`config.mk`:
```
export PLATFORM = sky130hd
export DESIGN_NAME = hybrid_bus_sequencer
export DESIGN_NICKNAME = d
export VERILOG_FILES = /design/src/rtl/hybrid_bus_sequencer.sv
export SDC_FILE = /design/constraint.sdc
export NUM_CORES = 1
export LEC_CHECK = 0
export BUFFER_PORTS_ARGS = -buffer_cell sky130_fd_sc_hd__buf_2
export CAP_MARGIN = 20
export CORE_MARGIN = 2
export CORE_UTILIZATION = 40
export CTS_CLUSTER_DIAMETER = 120
export CTS_CLUSTER_SIZE = 25
export DETAILED_ROUTE_END_ITERATION = 7
export PLACE_DENSITY = 0.64
export SLEW_MARGIN = 10
export SYNTH_ARGS = -nofsm -noshare
export SYNTH_HDL_FRONTEND = slang
export SYNTH_SLANG_ARGS = --single-unit
```
`constraint.sdc`:
```
create_clock -name clk -period 3.6 [get_ports clk]
set_input_delay 0.36 -clock clk [delete_from_list [all_inputs] [get_ports clk]]
set_output_delay 0.36 -clock clk [all_outputs]
set_load 0.1 [all_outputs]
```
`src/rtl/hybrid_bus_sequencer.sv`:
```
// Sequences single-word Avalon-conduit requests from the hybrid CPU onto the chipset CPU bus,
// handling req/grant arbitration, clk7_en-aligned strobes, longword bus locking and timeouts.
module hybrid_bus_sequencer #(
   parameter int ACK_TIMEOUT  = 4096,
   parameter int LOCK_TIMEOUT = 64,
   parameter int TCNT_W       = 13
) (
   input  logic        clk,
   input  logic        reset,
   input  logic        clk7_en,
   input  logic        hyb_request,
   input  logic        hyb_read,
   input  logic        hyb_write,
   input  logic [22:0] hyb_address,
   input  logic [1:0]  hyb_byteenable,
   input  logic [15:0] hyb_writedata,
   input  logic        hyb_longword,
   output logic [15:0] hyb_readdata,
   output logic        hyb_complete,
   output logic        bus_req,
   input  logic        bus_grant,
   output logic [22:0] bus_addr,
   output logic        bus_as,
   output logic        bus_uds,
   output logic        bus_lds,
   output logic        bus_rw,
   output logic [15:0] bus_dout,
   input  logic [15:0] bus_din,
   input  logic        bus_ack,
   output logic        bus_err,
   output logic        busy
);

   typedef enum logic [2:0] {IDLE, ARB, ACK, DONE, LOCK} state_t;

   localparam logic [TCNT_W-1:0] ACK_LAST  = TCNT_W'(ACK_TIMEOUT - 1);
   localparam logic [TCNT_W-1:0] LOCK_LAST = TCNT_W'(LOCK_TIMEOUT - 1);
   localparam logic [TCNT_W-1:0] TCNT_MAX  = {TCNT_W{1'b1}};

   state_t            state;
   logic [22:0]       lat_addr;
   logic [1:0]        lat_be;
   logic [15:0]       lat_wdata;
   logic              lat_rw;
   logic              lat_long;
   logic              lock_flag;
   logic              lock_pend;
   logic [TCNT_W-1:0] tcnt;

   logic req_valid;
   logic latch_now;
   logic enter_ack;

   // A locked bus takes the second half straight to ACK on the next enable, without re-arbitrating
   always_comb begin
      req_valid = (hyb_read != hyb_write) && (hyb_byteenable != 2'b00);
      latch_now = hyb_request && ((state == IDLE) || ((state == LOCK) && !lock_pend));
      enter_ack = clk7_en && (((state == ARB) && bus_grant) || ((state == LOCK) && lock_pend));
   end

   always_ff @(posedge clk) begin
      if (reset) begin
         state        <= IDLE;
         lat_addr     <= '0;
         lat_be       <= '0;
         lat_wdata    <= '0;
         lat_rw       <= 1'b0;
         lat_long     <= 1'b0;
         lock_flag    <= 1'b0;
         lock_pend    <= 1'b0;
         tcnt         <= '0;
         hyb_readdata <= 16'hFFFF;
         hyb_complete <= 1'b0;
         bus_req      <= 1'b0;
         bus_addr     <= '0;
         bus_as       <= 1'b0;
         bus_uds      <= 1'b0;
         bus_lds      <= 1'b0;
         bus_rw       <= 1'b1;
         bus_dout     <= '0;
         bus_err      <= 1'b0;
         busy         <= 1'b0;
      end else begin
         hyb_complete <= 1'b0;
         bus_err      <= 1'b0;

         if (latch_now) begin
            lat_addr  <= hyb_address;
            lat_be    <= hyb_byteenable;
            lat_wdata <= hyb_writedata;
            lat_rw    <= hyb_read;
            lat_long  <= hyb_longword && req_valid && (state == IDLE);
         end

         if (enter_ack) begin
            bus_addr  <= lat_addr;
            bus_rw    <= lat_rw;
            bus_dout  <= lat_wdata;
            bus_as    <= 1'b1;
            bus_uds   <= lat_be[1];
            bus_lds   <= lat_be[0];
            state     <= ACK;
            tcnt      <= '0;
            lock_pend <= 1'b0;
         end

         case (state)
            IDLE: begin
               if (hyb_request) begin
                  tcnt <= '0;
                  busy <= 1'b1;
                  if (req_valid) begin
                     state   <= ARB;
                     bus_req <= 1'b1;
                  end else begin
                     state        <= DONE;
                     hyb_readdata <= 16'hFFFF;
                  end
               end
            end
            ARB: begin
            end
            ACK: begin
               if (clk7_en && bus_ack) begin
                  if (lat_rw) hyb_readdata <= bus_din;
                  bus_as  <= 1'b0;
                  bus_uds <= 1'b0;
                  bus_lds <= 1'b0;
                  state   <= DONE;
                  tcnt    <= '0;
               end else if (tcnt == ACK_LAST) begin
                  bus_as       <= 1'b0;
                  bus_uds      <= 1'b0;
                  bus_lds      <= 1'b0;
                  hyb_readdata <= 16'hFFFF;
                  bus_err      <= 1'b1;
                  state        <= DONE;
                  tcnt         <= '0;
               end else if (tcnt != TCNT_MAX) begin
                  tcnt <= tcnt + 1'b1;
               end
            end
            DONE: begin
               hyb_complete <= 1'b1;
               tcnt         <= '0;
               if (lat_long && !lock_flag) begin
                  lock_flag <= 1'b1;
                  state     <= LOCK;
               end else begin
                  lock_flag <= 1'b0;
                  bus_req   <= 1'b0;
                  busy      <= 1'b0;
                  state     <= IDLE;
               end
            end
            LOCK: begin
               // Once the second half is pending, the lock timer is frozen until ACK is entered
               if (!lock_pend) begin
                  if (hyb_request) begin
                     tcnt <= '0;
                     if (req_valid) begin
                        lock_pend <= 1'b1;
                     end else begin
                        state        <= DONE;
                        hyb_readdata <= 16'hFFFF;
                     end
                  end else if (tcnt == LOCK_LAST) begin
                     state     <= IDLE;
                     bus_req   <= 1'b0;
                     lock_flag <= 1'b0;
                     busy      <= 1'b0;
                     tcnt      <= '0;
                  end else if (tcnt != TCNT_MAX) begin
                     tcnt <= tcnt + 1'b1;
                  end
               end
            end
            default: state <= IDLE;
         endcase
      end
   end

endmodule

```
==> metrics.txt, run 1 <==
max-slew violation count=0; Vias per Instance=5.06; Most used DFF post-synth=dfxtp_1; Worst Min Path Start=hyb_writedata[8]; Hold/Removal Path Class=primary input to register; DP HPWL=8130 um; antenna viol nets, final=0; vias in the first global route=4,405; DRT iter0 DRCs=211; CTS tree=built; fillers=1,176; Clock Pin Slew Worst Setup and Hold Paths=50 ps; complex-gate fraction of the synthesized area=15.9%; Sink Count=124; CP Launch Point=state[1]; Pleak=2.57 nW; Slew @ Worst Pin=908 ps; first-pass GRT wire length=20,500 um; Post-Route WL=12,300 um; Rel. slew slack=39.1%; Post-Synthesis Cells=623; Pwr Density=574 nW/um^2; number of placed instances with taps included=877; layout net count=795; CP required=3920 ps; final cell utilization of the core=52.4%; post-route design area=6320 um^2; fmax=394 MHz; 1st-pass router iterations=5; worst-case reg-to-reg path depth=5; net count after synthesis=690; Initial Util=41.3%; wire per inst=13.6 um; Max VDD drop=0.000310 V; GRT Total Usage=19.2%; FFs w/ async S/R, synth=0%; Root Driver=clkbuf_16; Clock Skew=4.42 ps; proportion of synthesized area in mux cells=4.22%; Distinct cells, synth=54; Setup CP Type=register to register; die area=13,400 um^2; FF+latch count, synth=124; Ys Warns=0; Die Wd=116 um; initial antenna violation count=0; xor/xnor cell area share of the yosys netlist=0.176%; Worst R2R Start=state[1]; core area=12,100 um^2; Setup TNS=0 ps; Non-Filler Instances=907; Placed Area=5690 um^2; sequential fraction of the synthesis area=49.8%; vias=4,587; footprint of the multi-input gates=2290 um^2; final period utilization=70.5%; register area=2480 um^2; Post-Synth Simple-Gate Area=25.2%; H-tree Lvls=4; Critical R2R Capture=tcnt[11]; Rows=40; # IOs=129; R2R Setup Slk=1060 ps; gpl congestion=0.849; critical path data arrival time=2860 ps; Residual DRC=0; fraction of layout cells with a size suffix above 1=23.4%; Critical Path Fanout Max=24; CTS buffer count=17; CTS Buffer Depth=2; adder-cell share of the synthesized area=0.251%; Post-CTS Setup Bufs=0; Crit. End Element=register; number of antenna diodes=0; Synth Area per Inst=8.00 um^2; RSZ-0062 raised after global routing=no; hold_buf cts=0; CP endpoint=tcnt[11]; Place WS=1100 ps; global route total overflow=0; final hold viol count=0; Area growth, synth to finish=26.8%; maxcap violations=0; min Tclk post-route=2540 ps; Netlist Area Pre-Place=4980 um^2; outcome=finished, final reports clean; setup violators final=0; Die Span Y=116 um; IO Port Bufs=128; largest net degree at the start of global routing=77; largest family of logic cells by synthesized area=simple AND/OR/NAND/NOR gates; PnR Total Power=3.63 mW; post-cts sizing count=0; Clk Latency, worst-skew pair=410 ps; crit start category=register; Setup WS post-layout=1060 ps; number of synthesized flops with an enable pin=0; Hold WS=179 ps
cells in the final DEF, fill, tap and decap left out, types with 2 or more instances in the layout:
master,synthesis,layout
a21oi_1,99,98
a21oi_4,1,2
a311oi_1,2,2
a31oi_1,4,4
a41oi_1,2,2
and3_1,4,4
and4_1,2,2
buf_2,5,127
buf_4,0,7
bufinv_16,0,3
clkbuf_16,0,17
clkbuf_8,0,7
dfxtp_1,124,124
inv_1,4,4
mux2i_1,21,21
nand2_1,178,178
nand2b_1,7,7
nand3_1,8,7
nand3b_1,5,5
nand4_1,5,5
nor2_1,48,48
nor2b_1,3,3
nor3_1,15,15
nor3b_1,2,2
nor4_1,2,2
o211ai_1,4,4
o21a_1,2,2
o21ai_0,7,7
or3_1,2,2
critical path, cell delays in order, from the launching register on:
cell and delay, ps:
dfxtp_1 510, nor2b_1 320, nand2b_1 140, o2bb2ai_2 740
or3b_1 430, a221oi_2 290
report_power, final:
part | switching, mW | total, mW | internal, mW
clock network | 0.579 | 1.79 | 1.21
registers | 0.0339 | 1.46 | 1.43
logic | 0.264 | 0.381 | 0.118
flip-flops by register name, summed over array words and instances (netlist names), 2 cells and up:
signal and count:
bus_addr 23, lat_addr 23, bus_dout 16, hyb_readdata 16
lat_wdata 16, tcnt 13, state 3, lat_be 2
synthesized netlist by cell type, types with 2 or more instances:
cell	n	area, um^2
mux2i_1	21	210
a21oi_1	99	495
clkbuf_1	36	135
a311oi_1	2	17.5
nand2b_1	7	43.8
a31oi_1	4	25.0
nor2_1	48	180
nand4_1	5	31.3
dfxtp_1	124	2480
and3_1	4	25.0
a41oi_1	2	17.5
and4_1	2	17.5
or3_1	2	12.5
o211ai_1	4	30.0
buf_2	5	25.0
o21a_1	2	15.0
o21ai_0	7	35.0
buf_1	4	15.0
inv_1	4	15.0
nand3_1	8	40.0
nor3b_1	2	15.0
nand3b_1	5	37.5
nor2b_1	3	18.8
nor3_1	15	75.1
nor4_1	2	12.5
nand2_1	178	668
metal layers:
layer | GRT usage (%) | up-vias | share of wire (%)
met5 | 0 | - | 0
met4 | 7.95 | 0 | 1.5
met3 | 7.43 | 16 | 8.1
met2 | 30.8 | 140 | 46
met1 | 23.1 | 2128 | 44
li1 | - | 2303 | -
worst min path at each step:
stage	to	depth (start not counted)	slack, ps
after floorplan	bus_addr[0]	2	430
after global placement	bus_addr[12]	2	440
after detailed placement	bus_addr[1]	2	440
after CTS	lat_wdata[8]	3	160
after global routing	lat_addr[9]	3	180
final	lat_wdata[8]	3	180
final cells by class:
type	count	share of cell area, %
Sequential cell	124	39.3
Clock buffer	25	8.32
Inverter	4	0.238
Tap cell	168	3.33
Multi-Input combinational cell	447	36.3
Clock inverter	5	1.64
Timing Repair Buffer	134	10.9
kinds of logic after synthesis:
logic type | Yosys count
and+or+nand+nor | 289
adders and majority gates | 1
muxes | 21
AOI/OAI and AO/OA | 135
DFF | 124
xor gates and xnor gates | 1
buffers and inverters | 52
(Power assumes the default switching activity.)
==> run 2: changes to the inputs <==
ABC_AREA = 1   (was default)
PLACE_DENSITY = 0.66   (was 0.64)
clock period = 2.3 ns   (was 3.6 ns; I/O delays follow)
==> run 2 against run 1 <==
- clock skew is 1.2 ps higher
- utilization is 0.60 points lower
- worst hold slack worse by 100 ps
- first-iteration DRC count is 70% higher
- largest cell class unchanged
==> metrics.txt, run 2 <==
outcome=finished, final reports clean; RSZ-0062 raised after global routing=no; vias=4,755 (+3.7%); worst-case reg-to-reg path depth=8 (+3); global route total overflow=0 (unchanged); Netlist Area Pre-Place=5190 um^2 (+4.1%); fraction of layout cells with a size suffix above 1=24.0% (+0.61 points); FF+latch count, synth=124 (unchanged); Max VDD drop=0.000474 V (+53%); final period utilization=81.4% (+11 points); CTS tree=built; Synth Area per Inst=7.56 um^2 (-5.4%); Slew @ Worst Pin=499 ps (-409 ps); most frequent cells in the layout=128 x buf_2, 124 x dfxtp_1, 115 x nand2_1, 102 x a21oi_1, 70 x o21ai_0; Clk pwr share=39.7% (-9.6 points); hold_buf cts=0 (unchanged); Placed Area=5960 um^2 (+4.7%); die area=13,900 um^2 (+4.0%); Worst R2R Start=tcnt[1]; Most used DFF post-synth=dfxtp_1; Clk Latency, worst-skew pair=420 ps (about the same); post-cts sizing count=0 (unchanged); Hold/Removal Path Class=primary input to register; Area contributors post-synth=dfxtp_1 48%, a21oi_1 9.8%, nand2_1 8.3%, o21ai_0 6.8%, nand3_1 5.1%; IO Port Bufs=128 (unchanged); setup violators final=0 (unchanged); CTS Buffer Depth=2 (unchanged); gpl congestion=0.819 (-3.5%); Sw Ratio=35.4% (+11 points); net count after synthesis=753 (+9.1%); CP endpoint=hyb_readdata[0]; post-route design area=6540 um^2 (+3.4%); Setup CP Type=register to register; top-count cell post-synth=dfxtp_1; critical path data arrival time=2160 ps (-700 ps); Clock Pin Slew Worst Setup and Hold Paths=60 ps (about the same); Pleak=2.91 nW (+13%); Crit. End Element=register; sequential fraction of the synthesis area=47.9% (-2.0 points); Die Span Y=118 um (+2.0%); Critical Path Fanout Max=19 (-21%); CTS buffer count=17 (unchanged); min Tclk post-route=1870 ps (-665 ps); DP HPWL=8430 um (+3.7%); number of synthesized flops with an enable pin=0 (unchanged); 1st-pass router iterations=5 (unchanged); wire per inst=12.6 um (-7.2%); first-pass GRT wire length=21,300 um (+3.9%); Post-Synthesis Cells=686 (+10%); Comb power frac=22.8% (+12 points); Residual DRC=0 (unchanged); vias in the first global route=4,451 (+1.0%); switching power total=2.30 mW (+160%); Area growth, synth to finish=26.0%; Pwr Density=993 nW/um^2 (+73%); PnR Total Power=6.49 mW (+79%); layout net count=870 (+9.4%); Distinct cells, synth=32 (-41%); FFs w/ async S/R, synth=0% (unchanged); fmax=534 MHz (+36%); Clock Skew=5.64 ps (+1.22 ps); crit start category=register; CP Cell Sequence=ha_1 -> nand3_2 -> nor2_4 -> nand3_2 -> nand3_4 -> nand3_4 -> nand2_1 -> nand3_1; GRT Total Usage=18.7% (-0.50 points); Setup TNS=0 ps (unchanged); CP Launch Point=tcnt[1]; largest net degree at the start of global routing=86 (+12%); # IOs=129 (unchanged); most common cell after layout, fill and taps aside=buf_2; Root Driver=clkbuf_16; Rows=41 (+2.5%); R2R Setup Slk=430 ps (-630 ps); max-slew violation count=0 (unchanged); Ys Warns=0 (unchanged); CP required=2590 ps (-1330 ps); maxcap violations=0 (unchanged); final hold viol count=0 (unchanged); Rel. slew slack=66.6% (+27 points); Post-CTS Setup Bufs=0 (unchanged); Critical R2R Capture=hyb_readdata[0]; Die Wd=118 um (+2.0%); P_int=4.19 mW (+52%); H-tree Lvls=4 (unchanged); final cell utilization of the core=51.8% (-0.60 points); crit-path max cell delay=390 ps (-350 ps); area fraction of the dominant cell type after synthesis=47.9% (-2.0 points); Post-Route WL=12,500 um (+1.2%); most frequent cells after synthesis=124 x dfxtp_1, 115 x nand2_1, 102 x a21oi_1; cell taking the most area after synthesis=dfxtp_1; Slowest-stage cell, CP=dfxtp_1; Hold WS=75.4 ps (-104 ps); Initial Util=41.1% (-0.20 points); Sink Count=124 (unchanged); Vias per Instance=4.81 (-4.9%); DRT iter0 DRCs=359 (+70%); antenna viol nets, final=0 (unchanged); core area=12,600 um^2 (+4.6%); Regs by FF count=bus_addr x23, lat_addr x23; initial antenna violation count=1 (+1); Reg power frac=37.5% (-2.7 points)
[run 2: cell types whose count changed after synthesis, moves of 18 or more]
cell and delta:
clkbuf_1 -19, inv_1 +63, mux2i_1 -21, nand2_1 -63, nand3_1 +45, nand4_1 +18, o21ai_0 +63, o21ai_1 +18
[run 2: worst min-delay path by stage]
| stage | start | endpoint | depth (start not counted) |
|---|---|---|---|
| after global placement | lat_be[1] | lat_be[1] | 2 |
| after detailed placement | lat_be[0] | lat_be[0] | 2 |
| after floorplan | hyb_longword | lat_long | 2 |
| after CTS | hyb_address[16] | lat_addr[16] | 3 |
| after global routing | hyb_address[16] | lat_addr[16] | 3 |
| final | hyb_address[11] | lat_addr[11] | 3 |
[run 2: critical path, delay by kind of cell (launching register included)]
kind                     cells  cell delay, ps
adder cells (fa/ha/maj)      1             230
flip-flops                   1             390
AND/OR/NAND/NOR              7            1130
[run 2: cell type report]
| cell class | instances | area, um^2 |
|---|---|---|
| Sequential cell | 124 | 2480 |
| Fill cell | 1280 | 6080 |
| Multi-Input combinational cell | 452 | 2230 |
| Tap cell | 172 | 215 |
| Antenna cell | 1 | 2.50 |
| Clock inverter | 14 | 135 |
| Clock buffer | 18 | 439 |
| Inverter | 71 | 269 |
| Timing Repair Buffer | 137 | 758 |
[run 2: through the flow]
stage | setup slack [ps] | std cells
detailed placement | 447 | 956
finish | 427 | 989
global placement | 484 | 956
CTS | 416 | 988
floorplan | 678 | 686
global route | 198 | 988
[run 2: power groups by stage]
stage / Clock [mW] / Combinational, mW / Sequential, mW
finish: 2.58 / 1.48 / 2.43
global route: 2.73 / 1.60 / 2.45
CTS: 2.63 / 1.49 / 2.43
detailed placement: 0 / 1.49 / 2.48
global placement: 0 / 1.48 / 2.47
floorplan: 0 / 0.565 / 3.13
[run 2: per-layer routing]
metal  share of wire (%)  global-route usage [%]  wire (um)
met5                   0                       0          0
met2                  45                    29.4       5580
met1                  47                    23.3       5890
met4                 1.1                    5.65        135
met3                 7.1                    7.99        893
[run 2: kinds of logic (layout without fill, tap and decap cells)]
logic type               after synthesis  count (layout)  share of synthesized area, %
AND/OR/NAND/NOR                      251             251                          22.7
AO/OA/AOI/OAI                        197             197                          19.5
flip-flops                           124             124                          47.9
buffers and inverters                110             240                          9.21
XOR/XNOR                               3               3                         0.507
adder cells (fa/ha/maj)                1               1                         0.241
other                                  0               1                             0
